--- config.mk ---
export PLATFORM = sky130hd
export DESIGN_NAME = mul_operand_sequencer
export DESIGN_NICKNAME = d
export VERILOG_FILES = /design/src/rtl/mul_operand_sequencer_pkg.sv /design/src/rtl/mul_operand_sequencer_timer.sv /design/src/rtl/mul_operand_sequencer.sv
export SDC_FILE = /design/constraint.sdc
export NUM_CORES = 1
export LEC_CHECK = 0
export CELL_PAD_IN_SITES_DETAIL_PLACEMENT = 2
export CELL_PAD_IN_SITES_GLOBAL_PLACEMENT = 2
export CORE_UTILIZATION = 31
export DETAILED_ROUTE_END_ITERATION = 10
export PLACE_DENSITY_LB_ADDON = 0.08
export SKIP_LAST_GASP = 1
export SLEW_MARGIN = 20
export SYNTH_ARGS = -nofsm -noshare
export SYNTH_HDL_FRONTEND = slang
export SYNTH_SLANG_ARGS = --single-unit
--- constraint.sdc ---
create_clock -name clk -period 2.8 [get_ports clk]
set_clock_uncertainty 0.05 [all_clocks]
set_input_delay 0.42 -clock clk [delete_from_list [all_inputs] [get_ports clk]]
set_output_delay 0.42 -clock clk [all_outputs]
set_load 0.03 [all_outputs]
--- src/rtl/mul_operand_sequencer_pkg.sv ---
// Shared types and sizing helpers for the multiplier operand sequencer.
package mul_pkg;

    localparam int MUL_W = 16;

    typedef enum logic [2:0] {
        IDLE,
        DRIVE_A,
        WAIT_DONE,
        CLEAR,
        OUT
    } state_t;

    // CLEAR counts up to CLR_CYC inclusive, so it needs CLR_CYC+1 distinct values
    function automatic int cnt_width(input int timeout, input int a_hold, input int clr_cyc);
        int m;
        m = timeout;
        if (a_hold > m) m = a_hold;
        if (clr_cyc + 1 > m) m = clr_cyc + 1;
        return (m < 2) ? 1 : $clog2(m);
    endfunction

endpackage

--- src/rtl/mul_operand_sequencer_timer.sv ---
// Shared phase/timeout up-counter with synchronous load-zero and terminal compare.
module mul_seq_timer
    import mul_pkg::*;
#(
    parameter int CW = 6
) (
    input  logic          clk,
    input  logic          rst_n,
    input  logic          load,
    input  logic          en,
    input  logic [CW-1:0] term,
    output logic [CW-1:0] count,
    output logic          tc
);

    always_ff @(posedge clk or negedge rst_n) begin
        if (!rst_n) begin
            count <= '0;
        end else if (load) begin
            count <= '0;
        end else if (en) begin
            count <= count + CW'(1);
        end
    end

    assign tc = (count == term);

endmodule

--- src/rtl/mul_operand_sequencer.sv ---
// Feeds an operand pair to the repeated-addition multiplier over its shared bus,
// waits for done (or times out), clears the multiplier and hands back the product.
//
//   state     | meaning
//   IDLE      | in_ready high, waiting for an operand pair
//   DRIVE_A   | A on mul_bus for A_HOLD cycles, start pulse in the first
//   WAIT_DONE | B on mul_bus, waiting for mul_done or timeout
//   CLEAR     | mul_clr for CLR_CYC cycles, then one release cycle
//   OUT       | result presented until out_ready
module mul_operand_sequencer
    import mul_pkg::*;
#(
    parameter int W       = MUL_W,
    parameter int A_HOLD  = 2,
    parameter int TIMEOUT = 64,
    parameter int CLR_CYC = 1
) (
    input  logic         clk,
    input  logic         rst_n,
    input  logic         in_valid,
    output logic         in_ready,
    input  logic [W-1:0] in_a,
    input  logic [W-1:0] in_b,
    output logic         out_valid,
    input  logic         out_ready,
    output logic [W-1:0] out_prod,
    output logic         out_err,
    output logic         mul_start,
    output logic [W-1:0] mul_bus,
    output logic         mul_clr,
    input  logic         mul_done,
    input  logic [W-1:0] mul_prod
);

    localparam int CW = cnt_width(TIMEOUT, A_HOLD, CLR_CYC);

    state_t         state, state_nxt;
    logic [W-1:0]   a_q, b_q, a_nxt, b_nxt;
    logic [W-1:0]   out_prod_nxt, mul_bus_nxt;
    logic           out_err_nxt, in_ready_nxt, out_valid_nxt, mul_start_nxt, mul_clr_nxt;
    logic [CW-1:0]  cnt, term;
    logic           tc, load, en;

    mul_seq_timer #(.CW(CW)) u_timer (
        .clk   (clk),
        .rst_n (rst_n),
        .load  (load),
        .en    (en),
        .term  (term),
        .count (cnt),
        .tc    (tc)
    );

    always_ff @(posedge clk or negedge rst_n) begin
        if (!rst_n) state <= IDLE;
        else        state <= state_nxt;
    end

    always_comb begin
        state_nxt    = state;
        a_nxt        = a_q;
        b_nxt        = b_q;
        out_prod_nxt = out_prod;
        out_err_nxt  = out_err;
        term         = '0;
        case (state)
            IDLE: begin
                if (in_valid && in_ready) begin
                    a_nxt     = in_a;
                    b_nxt     = in_b;
                    state_nxt = DRIVE_A;
                end
            end
            DRIVE_A: begin
                term = CW'(A_HOLD - 1);
                if (tc) state_nxt = WAIT_DONE;
            end
            WAIT_DONE: begin
                term = CW'(TIMEOUT - 1);
                // done takes priority over the final timeout cycle
                if (mul_done) begin
                    out_prod_nxt = mul_prod;
                    out_err_nxt  = 1'b0;
                    state_nxt    = CLEAR;
                end else if (tc) begin
                    out_prod_nxt = '0;
                    out_err_nxt  = 1'b1;
                    state_nxt    = CLEAR;
                end
            end
            CLEAR: begin
                term = CW'(CLR_CYC);
                if (tc) state_nxt = OUT;
            end
            OUT: begin
                if (out_valid && out_ready) state_nxt = IDLE;
            end
            default: state_nxt = IDLE;
        endcase

        in_ready_nxt  = (state_nxt == IDLE);
        out_valid_nxt = (state_nxt == OUT);
        mul_start_nxt = (state == IDLE) && (state_nxt == DRIVE_A);
        mul_clr_nxt   = (state_nxt == CLEAR) &&
                        ((state != CLEAR) || ((cnt + CW'(1)) < CW'(CLR_CYC)));
        case (state_nxt)
            DRIVE_A:   mul_bus_nxt = a_nxt;
            WAIT_DONE: mul_bus_nxt = b_nxt;
            default:   mul_bus_nxt = '0;
        endcase
    end

    assign load = (state_nxt != state);
    assign en   = (state == DRIVE_A) || (state == WAIT_DONE) || (state == CLEAR);

    // outputs registered from next-state decode so no input reaches an output combinationally
    always_ff @(posedge clk or negedge rst_n) begin
        if (!rst_n) begin
            a_q       <= '0;
            b_q       <= '0;
            in_ready  <= 1'b0;
            out_valid <= 1'b0;
            out_prod  <= '0;
            out_err   <= 1'b0;
            mul_start <= 1'b0;
            mul_bus   <= '0;
            mul_clr   <= 1'b1;
        end else begin
            a_q       <= a_nxt;
            b_q       <= b_nxt;
            in_ready  <= in_ready_nxt;
            out_valid <= out_valid_nxt;
            out_prod  <= out_prod_nxt;
            out_err   <= out_err_nxt;
            mul_start <= mul_start_nxt;
            mul_bus   <= mul_bus_nxt;
            mul_clr   <= mul_clr_nxt;
        end
    end

endmodule
==> results of run 1 <==
## placed cells by master, fill, tap and decap left out, types with 2 or more instances in the layout
cell	Yosys	layout
a21oi_1	2	2
a22o_1	16	16
a41o_1	2	2
and2_1	3	3
buf_4	0	6
clkbuf_8	3	9
clkdlybuf4s50_1	0	88
clkinvlp_4	0	3
dfrtp_1	77	77
inv_1	36	36
mux2i_1	33	33
nand2_1	4	4
nand4_1	4	4
nor2_1	10	10
nor3_1	2	2
o21ai_0	2	2
o22ai_1	10	10
o22ai_2	7	7
xnor2_1	2	2
xor2_1	4	4
## cell usage after synthesis (all sizes together), types with 3 or more instances
library cell,instances
inv,36
nand4,4
clkbuf,9
o22ai,17
nand2,4
dfrtp,77
buf,6
a22o,16
mux2i,33
xor2,4
o21ai,3
nor2,10
and2,4
## metrics by stage
step                      setup slack, ns  area, sq um  std cells
final                               0.468         4410        482
after global routing                0.333         4410        482
after CTS                           0.436         4410        482
after detailed placement            0.348         4200        465
after global placement              0.390         4190        465
after floorplan                     0.735         3220        253
## timing repair
action,in CTS,in global routing
gates resized for setup,0,0
hold endpoints to repair,29,0
hold buffers,1,0
## flip-flops by register name (all words and copies together) (netlist names)
name,count
mul_clr,1
out_prod,16
out_err,1
mul_bus,16
b_q,16
u_timer.count,6
out_valid,1
in_ready,1
state,3
a_q,16
mul_start,1
## where the power goes
part	switching [W]	total, W	internal [W]
clock	0.000444	0.000866	0.000422
sequential	0.000249	0.00186	0.00161
combinational	0.00126	0.00220	0.000944
total	0.00195	0.00493	0.00298
## path summary, 6_finish.rpt
path | cells after the start | slack [ns] | from | end
worst max-delay path | 4 | 0.47 | u_timer.count[2] | mul_bus[9]
worst min-delay path | 2 | 0.44 | a_q[14] | a_q[14]
worst max register to register | 4 | 0.47 | u_timer.count[2] | mul_bus[9]
worst min register to register | 2 | 0.44 | a_q[14] | a_q[14]
max in group asynchronous | 3 | 1.48 | rst_n | b_q[14]
min in group asynchronous | 2 | 0.53 | rst_n | out_valid
## worst register-to-register path: stages (launching register included)
cell	delay, ns
dfrtp_1	0.50
or3b_1	0.45
o21ai_0	0.24
o21a_1	0.74
o22ai_1	0.19
## per-layer routing
metal / track usage (%) / vias up / part of all wire (%)
met3: 4.64 / 6 / 5.0
met1: 20.2 / 1171 / 44
li1: - / 1048 / -
met2: 27.4 / 61 / 50
met5: 0 / - / 0
met4: 5.82 / 0 / 0.98
## cell families after synthesis
| logic type | after synthesis | synth area share (%) |
|---|---|---|
| fa+ha+maj | 1 | 0.388 |
| flops | 78 | 60.6 |
| compound gates | 50 | 13.0 |
| simple gates | 34 | 6.05 |
| xor+xnor | 6 | 1.63 |
| mux | 33 | 10.2 |
| buf+inv | 51 | 8.07 |
## area by class of cell
cell class / instances / area, sq um / share of cell area, %
multi-input combinational: 124 / 1020 / 23.1
clock inverter: 7 / 81.3 / 1.84
tap: 133 / 166 / 3.77
timing repair buffer: 95 / 936 / 21.2
inverter: 36 / 135 / 3.06
clock buffer: 9 / 124 / 2.81
sequential: 78 / 1950 / 44.3
==> results.json, run 1 <==
{
  "drt_pass_1_iters": 5,
  "worst-endpoint-required_ns": 2.94,
  "globalRoute.totalOverflow": 0,
  "worst_min_delay_path_class": "flip-flop to flip-flop",
  "holdWs_ns": 0.439,
  "worst_margin_slew_ns": 0.890,
  "post-layout-total-power_w": 0.00493,
  "synth_largest_type_area_fraction_pct": 59.8,
  "cts-buffers-inserted": 9,
  "grt_pass1_vias": 2637,
  "clock-sinks": 78,
  "path_clk_slew_ns": 0.08,
  "floorplan.core_area_sq_um": 9910,
  "relSlewSlack_pct": 40.7,
  "route.detailed.drc": 0,
  "yosys_warnings": 0,
  "port-buffer-count": 89,
  "num_antenna_cells": 0,
  "setup_repair_after_global_routing_missed_its_margin": "no",
  "area.growth.synth_to_final_pct": 36.9,
  "initial_core_util_pct": 32.5,
  "synth_nets": 307,
  "finalNetCount": 398,
  "synth_area_leaders": "dfrtp_1, mux2i_1, a22o_1",
  "final.fill_count": 1053,
  "cts_max_path_buffers": 2,
  "synth.distinct_cells": 44,
  "post-synth-top-area-cell": "dfrtp_1",
  "io_pins": 90,
  "synth.ff_latch_count": 78,
  "synth_area_per_cell_sq_um": 12.7,
  "drv_cap": 0,
  "post_synthesis_cell_count": 253,
  "floorplan.die_area_sq_um": 10800,
  "drt_first_iter_violations": 35,
  "route.antenna.remaining_nets": 0,
  "post_cts.repair.setup_buffers": 0,
  "critical_path.slowest_cell": "o21a_1",
  "core.rowCount": 36,
  "layout-drive-gt1-share_pct": 10.9,
  "power.density_cell_area_nw_per_um2": 1120,
  "critPathCaptureType": "flip-flop",
  "setup_viol": 0,
  "asr_flop_ratio_synth_pct": 100,
  "netlist_area_sq_um": 3220,
  "final_tns_setup_ns": 0,
  "grt_start_max_net_pins": 40,
  "drt-wirelength-per-cell_microns": 16.9,
  "part_of_the_cycle_the_worst_path_needs_pct": 83.3,
  "clock_tree.root_cell": "clkbuf_8",
  "cts_tree": "done",
  "dp.final_hpwl_microns": 5650,
  "grt_pass1_wl_microns": 13800,
  "final-max-slew-violation-count": 0,
  "max-vdd-ir-drop_mv": 0.397,
  "dieWidth_microns": 104,
  "synth_top_flop_cell": "dfrtp_1",
  "die_h_microns": 104,
  "clock_insertion_delay_at_the_later_pin_of_the_skew_report_ns": 0.35,
  "gp_congestion": 0.692,
  "detailroute.via_count": 2286,
  "critPathMaxStageDelay_ns": 0.74,
  "critical_path.n_buffers_inverters": 0,
  "max_freq_ghz": 0.429,
  "drt-total-wl_microns": 8150,
  "final_hold_viol_count": 0,
  "path_max_fanout": 16,
  "synth_sequential_area_ratio_pct": 60.6,
  "htreeDepth": 3,
  "grt_use_total_pct": 16.4,
  "criticalPathCategory": "flip-flop to flip-flop",
  "antenna_violations_before_repair": 0,
  "status": "complete, no violations",
  "path_delay_family": "compound AO/OA/AOI/OAI gates",
  "synth-edff-count": 0,
  "critical_path.startpoint_type": "flip-flop",
  "timing.critical_path.arrival_ns": 2.47,
  "final_util_pct": 44.5,
  "detail_route.vias_per_cell": 4.74,
  "period_needed_ns": 2.33,
  "worstPathCellList": "or3b_1 -> o21ai_0 -> o21a_1 -> o22ai_1",
  "total_leakage_power_nw": 2.21
}
Note: power is estimated with default switching activity, not from simulation.
==> run 2, diff against run 1 <==
- CORE_UTILIZATION: 31 -> 28
- clock period: 2.8 -> 1.92 ns (I/O delays scaled with it)
==> results.json, run 2 (synthesis gave the netlist of run 1 again) <==
{
  "critical_path.startpoint_type": "flip-flop",
  "finalNetCount": 423,
  "clock_insertion_delay_at_the_later_pin_of_the_skew_report_ns": 0.33,
  "drt-wirelength-per-cell_microns": 18.1,
  "path_max_fanout": 8,
  "dieWidth_microns": 109,
  "final_cell_count_no_fill": 514,
  "antenna_violations_before_repair": 0,
  "status": "finished, violations left",
  "power.density_cell_area_nw_per_um2": 1720,
  "final-max-slew-violation-count": 0,
  "clock-sinks": 78,
  "path_clk_slew_ns": 0.06,
  "cts_tree": "done",
  "failed_checks": "negative setup slack",
  "gp_congestion": 0.717,
  "launch_instance_of_the_worst_register_to_register_path": "u_timer.count[3]",
  "worst-r2r-cell-count": 4,
  "grt_start_max_net_pins": 34,
  "drt-total-wl_microns": 9290,
  "htreeDepth": 3,
  "floorplan.die_area_sq_um": 11900,
  "cts_max_path_buffers": 2,
  "setup_viol": 16,
  "initial_core_util_pct": 29.2,
  "detail_route.vias_per_cell": 4.67,
  "layout-drive-gt1-share_pct": 22.5,
  "total_leakage_power_nw": 2.39,
  "floorplan.core_area_sq_um": 11000,
  "relSlewSlack_pct": 56.3,
  "finish.instance_area_sq_um": 4970,
  "placement_stage_cell_area_sq_um": 4440,
  "io_pins": 90,
  "num_antenna_cells": 0,
  "reg2reg_setup_slack_ns": -0.15,
  "die_h_microns": 109,
  "port-buffer-count": 89,
  "drt_first_iter_violations": 62,
  "core.rowCount": 38,
  "setup_slack_ns": -0.148,
  "route.detailed.drc": 0,
  "route.antenna.remaining_nets": 0,
  "part_of_the_cycle_the_worst_path_needs_pct": 108,
  "cts-buffers-inserted": 9,
  "criticalPathCategory": "flip-flop to flip-flop",
  "detailroute.via_count": 2402,
  "r2r-end": "mul_bus[1]",
  "period_needed_ns": 2.07,
  "max-vdd-ir-drop_mv": 0.643,
  "final_hold_viol_count": 0,
  "area.growth.synth_to_final_pct": 54.1,
  "critPathCaptureType": "flip-flop",
  "worst-endpoint-required_ns": 2.12,
  "setup_repair_after_global_routing_missed_its_margin": "yes",
  "grt_use_total_pct": 16.3,
  "layout.cells.most_common": "clkdlybuf4s50_1",
  "clock_tree.root_cell": "clkbuf_16",
  "drv_cap": 0,
  "dp.final_hpwl_microns": 6030,
  "grt_pass1_wl_microns": 14300,
  "timing.critical_path.arrival_ns": 2.26,
  "worst_min_delay_path_class": "primary input to async pin",
  "worst_margin_slew_ns": 0.648,
  "critical_path.startpoint": "u_timer.count[3]",
  "grt_pass1_vias": 2745,
  "drt_pass_1_iters": 4,
  "dpl.cell_count": 495,
  "layout_common_cells": "clkdlybuf4s50_1, dfrtp_1, inv_1",
  "globalRoute.totalOverflow": 0,
  "max_freq_ghz": 0.484
}
[run 2: routing by layer]
metal | part of all wire (%) | vias up | global-route usage (%)
li1 | - | 1115 | -
met1 | 43 | 1229 | 19.8
met2 | 52 | 54 | 28.7
met3 | 4.5 | 4 | 3.79
met4 | 0.75 | 0 | 4.86
met5 | 0 | - | 0
[run 2: cell type report]
cell class	count	area (sq um)
Fill cell	1127	6060
Multi-Input combinational cell	125	1200
Clock buffer	11	253
Clock inverter	5	65.1
Tap cell	140	175
Timing Repair Buffer	119	1180
Sequential cell	78	1950
Inverter	36	135
[run 2: repair_timing]
| item | 4_1_cts | 5_1_grt |
|---|---|---|
| cloned | 1 | 1 |
| gates resized for setup | 9 | 24 |
| buffers inserted | 0 | 1 |
| hold buffers | 1 | 0 |
| endpoints found under the hold margin | 26 | 0 |
| pin swaps | 17 | 2 |
| endpoints found under the setup margin | 16 | 37 |
[run 2: per-stage QoR]
stage               hold slack (ns)  setup TNS [ns]  util (%)  total power (W)  worst slack [ns]
floorplan                   -0.0576           -1.38         -          0.00489            -0.145
global placement              0.186           -5.99      40.2          0.00628            -0.170
detailed placement            0.191           -6.80      40.2          0.00640            -0.237
CTS                           0.374           -2.41      43.6          0.00839            -0.183
global route                  0.396           -2.62      45.1          0.00907            -0.201
finish                        0.368           -1.97      45.1          0.00853            -0.148
[run 2: report_power, final]
part,switching (W),internal [W],total (W)
combinational,0.00217,0.00189,0.00407
sequential,0.000330,0.00236,0.00269
clock,0.000689,0.00109,0.00178
[run 2: worst max path at each step]
stage               cells past startpoint           to
floorplan                               5   mul_bus[0]
global placement                        6   mul_bus[7]
detailed placement                      6  mul_bus[13]
CTS                                     4  mul_bus[11]
global route                            4   mul_bus[1]
finish                                  4   mul_bus[1]
[run 2: critical path, cell delays in order, from the launching register on]
cell,delay (ns)
dfrtp_1,0.38
or3_4,0.40
or4_4,0.54
a211o_4,0.45
o22ai_2,0.17
==> run 3, diff against run 2 <==
- CORE_UTILIZATION: 28 -> 36
- DONT_BUFFER_PORTS: default -> 1
==> results.json, run 3 (synthesis gave the netlist of run 1 again) <==
{
  "status": "finished, violations left",
  "failed_checks": "negative hold slack, negative setup slack",
  "dpl.cell_count": 367,
  "drt_first_iter_violations": 45,
  "layout-drive-gt1-share_pct": 21.9,
  "grt_start_max_net_pins": 79,
  "detailroute.via_count": 2052,
  "max-vdd-ir-drop_mv": 0.614,
  "area.growth.synth_to_final_pct": 15.7,
  "final_cell_count_no_fill": 386,
  "criticalPathCategory": "flip-flop to flip-flop",
  "layout_common_cells": "dfrtp_1, inv_1, mux2i_1",
  "drt-total-wl_microns": 7610,
  "relSlewSlack_pct": 64.9,
  "power.share.clock_pct": 19.7,
  "netSwitchingPower_w": 0.00282,
  "detailroute.wirelength.met2_microns": 3780,
  "critical_path.startpoint_type": "flip-flop",
  "port-buffer-count": 0,
  "clock-sinks": 78,
  "path_clk_slew_ns": 0.08,
  "drt-wirelength-per-cell_microns": 19.7,
  "m1WireLength_microns": 3260,
  "initial_core_util_pct": 37.2,
  "cts-hold-fix-buffers": 1,
  "worst-endpoint-required_ns": 2.13,
  "cts-buffers-inserted": 9,
  "drv_cap": 0,
  "die_h_microns": 96.6,
  "setup_viol": 16,
  "cell_internal_pwr_w": 0.00421,
  "grt_use_total_pct": 17.1,
  "total_leakage_power_nw": 2.01,
  "detail_route.vias_per_cell": 5.32,
  "period_needed_ns": 2.04,
  "setup_repair_after_global_routing_missed_its_margin": "yes",
  "worst_margin_slew_ns": 0.521,
  "part_of_the_cycle_the_worst_path_needs_pct": 106,
  "route.detailed.drc": 0,
  "max_freq_ghz": 0.490,
  "detailedPlace.worstSlack_ns": -0.142,
  "core.rowCount": 34,
  "cts_max_path_buffers": 2,
  "grt_pass1_wl_microns": 12500,
  "cts_tree": "done",
  "floorplan.die_area_sq_um": 9340,
  "floorplan.core_area_sq_um": 8680,
  "antenna_violations_before_repair": 0,
  "met3_length_microns": 472,
  "timing.critical_path.arrival_ns": 2.25,
  "finalNetCount": 327,
  "power.sequential.fraction_pct": 45.7,
  "route.antenna.remaining_nets": 0,
  "clock_tree.root_cell": "clkbuf_8",
  "grt_pass1_vias": 2261,
  "globalRoute.totalOverflow": 0,
  "gp_congestion": 0.769,
  "layout.cells.most_common": "dfrtp_1",
  "top_layer": "met4",
  "dieWidth_microns": 96.6,
  "io_pins": 90,
  "final_hold_viol_count": 78,
  "fraction_of_power_spent_switching_nets_pct": 40.1,
  "clock_insertion_delay_at_the_later_pin_of_the_skew_report_ns": 0.34,
  "final-max-slew-violation-count": 0,
  "final_tns_setup_ns": -1.56,
  "power.share.combinational_pct": 34.6,
  "worst_min_delay_path_class": "primary input to async pin",
  "critPathCaptureType": "flip-flop",
  "path_max_fanout": 8,
  "setup_slack_ns": -0.122,
  "holdWs_ns": -0.415,
  "power.density_cell_area_nw_per_um2": 1890,
  "dp.final_hpwl_microns": 4940,
  "drt_pass_1_iters": 4,
  "htreeDepth": 3,
  "num_antenna_cells": 0
}
run 3: repair_timing:
action,CTS,global route
pin swaps,9,5
resized for setup,4,6
buffers inserted,0,2
hold endpoints to repair,79,78
gates cloned,1,0
endpoints found under the setup margin,16,18
run 3: through the flow:
| step | power, W | area (sq um) | util (%) |
|---|---|---|---|
| after floorplan | 0.00489 | 3220 | - |
| after global placement | 0.00550 | 3430 | 39.5 |
| after detailed placement | 0.00561 | 3430 | 39.5 |
| after CTS | 0.00707 | 3680 | 42.4 |
| after global routing | 0.00749 | 3730 | 43.0 |
| final | 0.00703 | 3730 | 43.0 |
run 3: power by group through the flow:
stage	clock [W]	sequential, W	combinational [W]
6_report	0.00138	0.00321	0.00244
5_1_grt	0.00150	0.00328	0.00271
4_1_cts	0.00144	0.00323	0.00241
2_1_floorplan	0	0.00318	0.00171
3_3_place_gp	0	0.00324	0.00227
3_5_place_dp	0	0.00326	0.00236
run 3: worst paths after layout:
check	cells past startpoint	from	end	slack, ns
setup / recovery	4	u_timer.count[3]	mul_bus[12]	-0.12
max in group asynchronous	0	rst_n	mul_clr	2.07
setup reg to reg	4	u_timer.count[3]	mul_bus[12]	-0.12
hold / removal	0	rst_n	mul_bus[5]	-0.41
hold reg to reg	2	a_q[10]	a_q[10]	0.45
min in group clk	1	mul_prod[5]	out_prod[5]	0.03
run 3: worst max-delay path, stage by stage, from the launching register on:
cell and delay [ns]:
dfrtp_1 0.39, or3_4 0.39, or4_4 0.53, a211o_4 0.43
o22ai_2 0.18
run 3: per-layer routing:
metal  track usage (%)  vias to the layer above
met3              5.56                       10
met4              6.20                        0
met5                 0                        -
met2              27.4                       54
met1              21.7                     1075
li1                  -                      913
run 3: layout make-up:
cell class,instances,area (sq um)
clock buffer,11,141
fill,890,4950
tap,108,135
timing repair buffer,23,200
multi-input combinational,125,1080
clock inverter,5,81.3
inverter,36,135
sequential,78,1950
